==> config.mk <==
export PLATFORM = sky130hd
export DESIGN_NAME = pc_sequencer
export DESIGN_NICKNAME = d
export VERILOG_FILES = /design/src/rtl/pc_seq_pkg.sv /design/src/rtl/pc_ras.sv /design/src/rtl/pc_sequencer.sv
export SDC_FILE = /design/constraint.sdc
export NUM_CORES = 1
export LEC_CHECK = 0
export ABC_AREA = 1
export BUFFER_PORTS_ARGS = -buffer_cell sky130_fd_sc_hd__buf_2
export CAP_MARGIN = 20
export CORE_UTILIZATION = 43
export DETAILED_ROUTE_END_ITERATION = 8
export PLACE_DENSITY = 0.68
export SYNTH_ARGS = -nofsm -noshare
export SYNTH_HDL_FRONTEND = slang
export SYNTH_HIERARCHICAL = 1
export SYNTH_SLANG_ARGS = --single-unit
==> constraint.sdc <==
create_clock -name CLK -period 2.4 [get_ports CLK]
set_input_delay 0.48 -clock CLK [delete_from_list [all_inputs] [get_ports CLK]]
set_output_delay 0.48 -clock CLK [all_outputs]
set_load 0.02 [all_outputs]
==> src/rtl/pc_seq_pkg.sv <==
// Shared encodings and helpers for the program-counter sequencer and its
// return-address stack.
package pc_seq_pkg;

  typedef enum logic [1:0] {
    PCSEL_INC    = 2'b00,
    PCSEL_BRANCH = 2'b01,
    PCSEL_JUMP   = 2'b10,
    PCSEL_RETURN = 2'b11
  } pc_sel_e;

  // Number of bits needed to index `value` distinct items (minimum 1).
  function automatic int clog2(input int value);
    int result;
    result = 1;
    for (int i = 1; i < 31; i++) begin
      if ((1 << i) < value) result = i + 1;
    end
    return result;
  endfunction

endpackage

==> src/rtl/pc_ras.sv <==
// Circular return-address stack: top pointer, occupancy count, sticky
// overflow/underflow flags. A push when full overwrites the oldest entry.
module pc_ras
  import pc_seq_pkg::*;
#(
  parameter int WIDTH = 16,
  parameter int DEPTH = 4
) (
  input  logic             CLK,
  input  logic             RST_N,
  input  logic             push,
  input  logic             pop,
  input  logic [WIDTH-1:0] push_data,
  output logic [WIDTH-1:0] top_data,
  output logic             empty,
  output logic             full,
  output logic             overflow,
  output logic             underflow
);

  localparam int PW = clog2(DEPTH);
  localparam int CW = clog2(DEPTH + 1);

  logic [WIDTH-1:0] mem_q [DEPTH];
  logic [PW-1:0]    top_q, top_d;
  logic [CW-1:0]    count_q, count_d;
  logic             ovf_q, ovf_d;
  logic             unf_q, unf_d;

  assign empty     = (count_q == '0);
  assign full      = (count_q == CW'(DEPTH));
  assign top_data  = mem_q[top_q];
  assign overflow  = ovf_q;
  assign underflow = unf_q;

  // NOTE: every signal gets its hold value first so no path leaves it unassigned (no latch).
  always_comb begin
    top_d   = top_q;
    count_d = count_q;
    ovf_d   = ovf_q;
    unf_d   = unf_q;
    if (push) begin
      top_d = top_q + 1'b1;
      if (full) ovf_d = 1'b1;
      else      count_d = count_q + 1'b1;
    end else if (pop) begin
      if (empty) begin
        unf_d = 1'b1;
      end else begin
        top_d   = top_q - 1'b1;
        count_d = count_q - 1'b1;
      end
    end
  end

  // NOTE: state registers use non-blocking assignments so all flops update together at the edge.
  always_ff @(posedge CLK or negedge RST_N) begin
    if (!RST_N) begin
      top_q   <= '0;
      count_q <= '0;
      ovf_q   <= 1'b0;
      unf_q   <= 1'b0;
    end else begin
      top_q   <= top_d;
      count_q <= count_d;
      ovf_q   <= ovf_d;
      unf_q   <= unf_d;
    end
  end

  // NOTE: storage is not reset; count_q gates validity, so stale entries are never observed.
  always_ff @(posedge CLK) begin
    if (push) mem_q[top_d] <= push_data;
  end

endmodule

==> src/rtl/pc_sequencer.sv <==
// Registered program counter with four next-PC sources and a return-address
// stack. Define PC_REDIRECT_CNT_EN to build the saturating redirect counter.
module pc_sequencer
  import pc_seq_pkg::*;
#(
  parameter int               WIDTH        = 16,
  parameter logic [WIDTH-1:0] RESET_VECTOR = '0,
  parameter int               INC          = 2,
  parameter int               RAS_DEPTH    = 4
) (
  input  logic             CLK,
  input  logic             RST_N,
  input  logic             stall,
  input  logic [1:0]       pc_sel,
  input  logic [WIDTH-1:0] branch_target,
  input  logic [WIDTH-1:0] jump_target,
  input  logic             call,
  output logic [WIDTH-1:0] pc,
  output logic [WIDTH-1:0] pc_plus,
  output logic             ras_empty,
  output logic             ras_full,
  output logic             ras_overflow,
  output logic             ras_underflow,
  output logic [15:0]      redirect_count
);

  pc_sel_e          sel;
  logic [WIDTH-1:0] pc_q, pc_d;
  logic [WIDTH-1:0] ras_top;
  logic             ras_push, ras_pop;

  assign sel      = pc_sel_e'(pc_sel);
  assign pc       = pc_q;
  assign pc_plus  = pc_q + WIDTH'(INC);
  assign ras_push = !stall && (sel == PCSEL_JUMP) && call;
  assign ras_pop  = !stall && (sel == PCSEL_RETURN);

  pc_ras #(
    .WIDTH (WIDTH),
    .DEPTH (RAS_DEPTH)
  ) u_ras (
    .CLK       (CLK),
    .RST_N     (RST_N),
    .push      (ras_push),
    .pop       (ras_pop),
    .push_data (pc_plus),
    .top_data  (ras_top),
    .empty     (ras_empty),
    .full      (ras_full),
    .overflow  (ras_overflow),
    .underflow (ras_underflow)
  );

  always_comb begin
    pc_d = pc_q;
    if (!stall) begin
      unique case (sel)
        PCSEL_INC:    pc_d = pc_plus;
        PCSEL_BRANCH: pc_d = branch_target;
        PCSEL_JUMP:   pc_d = jump_target;
        PCSEL_RETURN: pc_d = ras_empty ? pc_plus : ras_top;
      endcase
    end
  end

  always_ff @(posedge CLK or negedge RST_N) begin
    if (!RST_N) pc_q <= RESET_VECTOR;
    else        pc_q <= pc_d;
  end

`ifdef PC_REDIRECT_CNT_EN
  logic [15:0] cnt_q, cnt_d;

  // An empty-stack return still counts as a redirect attempt.
  always_comb begin
    cnt_d = cnt_q;
    if (!stall && (sel != PCSEL_INC) && (cnt_q != 16'hFFFF)) cnt_d = cnt_q + 16'd1;
  end

  always_ff @(posedge CLK or negedge RST_N) begin
    if (!RST_N) cnt_q <= '0;
    else        cnt_q <= cnt_d;
  end

  assign redirect_count = cnt_q;
`else
  assign redirect_count = 16'h0000;
`endif

endmodule
==> qor.yml <==
status: "completed"
place_area_sq_um: 4840
drt_pass1_iterations: 5
antenna_found_initial: 0
dp_hpwl_mm: 7.84
yosysMostFrequentCell: "nand2_1"
area_delta_synth_final_pct: 15.6
synth_area_leaders: "edfxtp_1 (44%), dfrtp_1 (13%), nand2_1 (12%)"
seqCellArea_sq_um: 2500
peakVddDrop_v: 0.000410
ys.flop_type: "edfxtp_1"
cts_tree: "built"
grt_setup_unrepaired: "no"
grt_pass1_wl_mm: 17.6
grt_overflow: 0
drt-total-wl_mm: 11.2
gp_congestion: 0.874
path_class: "flip-flop to output port"
slew_viol_final: 0
cts_max_path_buffers: 2
fin_setup_tns_ns: 0
die-area_sq_um: 10500
total_power_mw: 4.90
path_clk_slew_ns: 0.08
wl_per_cell_um: 16.9
rows: 36
utilization_pct: 51.3
synth_top_area_share_pct: 44.1
synth.distinct_cells: 39
dp.cells: 647
clk_latency_ns: 0.35
grt_pass1_vias: 3298
num_vias: 3422
netlist_area_sq_um: 4360
skew_ns: 0.0111
ys_seq_area_share_pct: 57.3
path_max_fanout: 5
synth_edf_count: 64
die_h_um: 103
nets: 566
synthCells: 439
r2r_start: "u_ras/top_q[0]"
layoutNonFillerInstCount: 663
num_io_pins: 90
drive_above_1_share_pct: 28.3
cap_violations: 0
yosys_warnings: 6
cts_root_buf: "clkbuf_8"
fmax_ghz: 0.442
p_per_area_nw_per_um2: 972
hp-class: "input port to asynchronous set/reset pin"
drt_iter0_drc: 195
reg2regPathDepth: 9
start_kind: "flip-flop"
rrSetupSlack_ns: 0.54
clock-sinks: 87
hold_viol_final: 0
crit_required_ns: 1.92
diodes: 0
tightest_slew_ns: 0.623
setup_viol: 0
via_per_inst: 5.16
cts_max_level: 3
cp_slowest_stage_delay_ns: 0.39
multi_input_area_sq_um: 1610
synthTopCellsByCount: "nand2_1 (134), edfxtp_1 (64), nand3_1 (46)"
ant_nets: 0
cts_made_buffers: 9
worstPathArrival_ns: 1.78
reg2reg_to: "pc[14]"
coreArea_sq_um: 9820
ys_ff_latch: 87
initial_utilization_pct: 44.4
critPathLaunch: "pc[2]"
io_buffers: 73
max_slew_margin_pct: 58.5
end_kind: "output port"
fin_crit_sh_pct: 94.3
postLayoutCellArea_sq_um: 5040
grtUsageTotal_pct: 23.4
crit_path_top_delay_cell: "dfrtp_1"
nFillCells: 919
yosysTopAreaCell: "edfxtp_1"
async_flop_share_pct: 26.4
remaining_drc_errors: 0
grt_max_degree: 24
total_leakage_power_nw: 2.12
fin_crit_ns: 2.26
cts-hold-fix-buffers: 0
die_w_um: 103
cp_cell_sequence: "ha_2 > nand3_2 > inv_2 > nand3b_1 > inv_1 > nand2_1 > and2_2 > buf_2"
syn_avg_cell_area_sq_um: 9.93
-- final cells by class --
type | instances | area share (%)
sequential | 87 | 49.6
multi-input combinational | 312 | 31.8
timing repair buffer | 89 | 9.63
tap | 133 | 3.30
clock buffer | 10 | 2.53
inverter | 27 | 2.06
clock inverter | 5 | 0.993
-- where the power goes --
group	internal, mW	leakage (nW)	switching [mW]
sequential	1.86	0.834	0.185
combinational	0.589	1.20	1.30
clock	0.467	0.0872	0.496
total	2.91	2.12	1.99
-- kinds of logic after synthesis --
logic type,count (synthesis),synth area share (%)
and+or+nand+nor,249,25.7
xor gates and xnor gates,7,1.92
buffers and inverters,55,7.63
adders and majority gates,2,0.746
other,1,0.0860
AOI/OAI and AO/OA,38,6.60
DFF,87,57.3
-- flip-flops by register name (all words and copies together) (netlist names) --
name,count
u_ras/mem_q,64
pc,16
u_ras/count_q,3
u_ras/top_q,2
u_ras/overflow,1
u_ras/underflow,1
-- layer usage --
| metal | up-vias | track usage, % | wire, um |
|---|---|---|---|
| met5 | - | 0 | 0 |
| met3 | 25 | 4.88 | 965 |
| met4 | 0 | 11.4 | 361 |
| met2 | 162 | 37.4 | 5300 |
| li1 | 1625 | - | - |
| met1 | 1610 | 30.5 | 4600 |
-- layout by cell type, fill, tap and decap left out, drive strengths merged --
cell type	synthesis	layout
nand2	140	140
buf	27	89
edfxtp	64	64
nand3	47	47
nor2	45	45
inv	26	26
dfrtp	23	23
conb	1	16
a22oi	15	15
a21oi	15	15
clkbuf	1	10
nand4	6	6
xor2	5	5
and2	5	5
clkinv	1	4
nand3b	3	3
xnor2	2	2
o21ai	2	2
a41oi	2	2
nor3	2	2
o21bai	1	1
a211oi	1	1
o2111ai	1	1
ha	1	1
bufinv	0	1
clkinvlp	0	1
or2	1	1
a31o	1	1
fa	1	1
-- critical path, delay by kind of cell, from the launching register on --
family | cells | cell delay [ns]
DFF | 1 | 0.39
adders and majority gates | 1 | 0.21
buffers and inverters | 3 | 0.34
and+or+nand+nor | 4 | 0.48
-- stage by stage --
stage / hold WS [ns] / worst slack [ns]
floorplan: 0.184 / 0.0468
global placement: 0.448 / 0.395
detailed placement: 0.457 / 0.348
CTS: 0.135 / 0.0545
global route: 0.155 / 0.00705
finish: 0.132 / 0.138
-- timing repair --
item	CTS	global route
buffers inserted	0	1
resized for setup	2	8
endpoints found under the setup margin	1	5
-- worst max path at each step --
stage | end | slack (ns) | cells past startpoint
2_1_floorplan | u_ras/mem_q[0][0] | 0.05 | 7
3_3_place_gp | pc_plus[15] | 0.40 | 7
3_5_place_dp | pc_plus[15] | 0.35 | 7
4_1_cts | pc_plus[15] | 0.05 | 7
5_1_grt | pc_plus[11] | 0.007 | 8
6_report | pc_plus[11] | 0.14 | 8
Power figures use the tool's default switching activity.
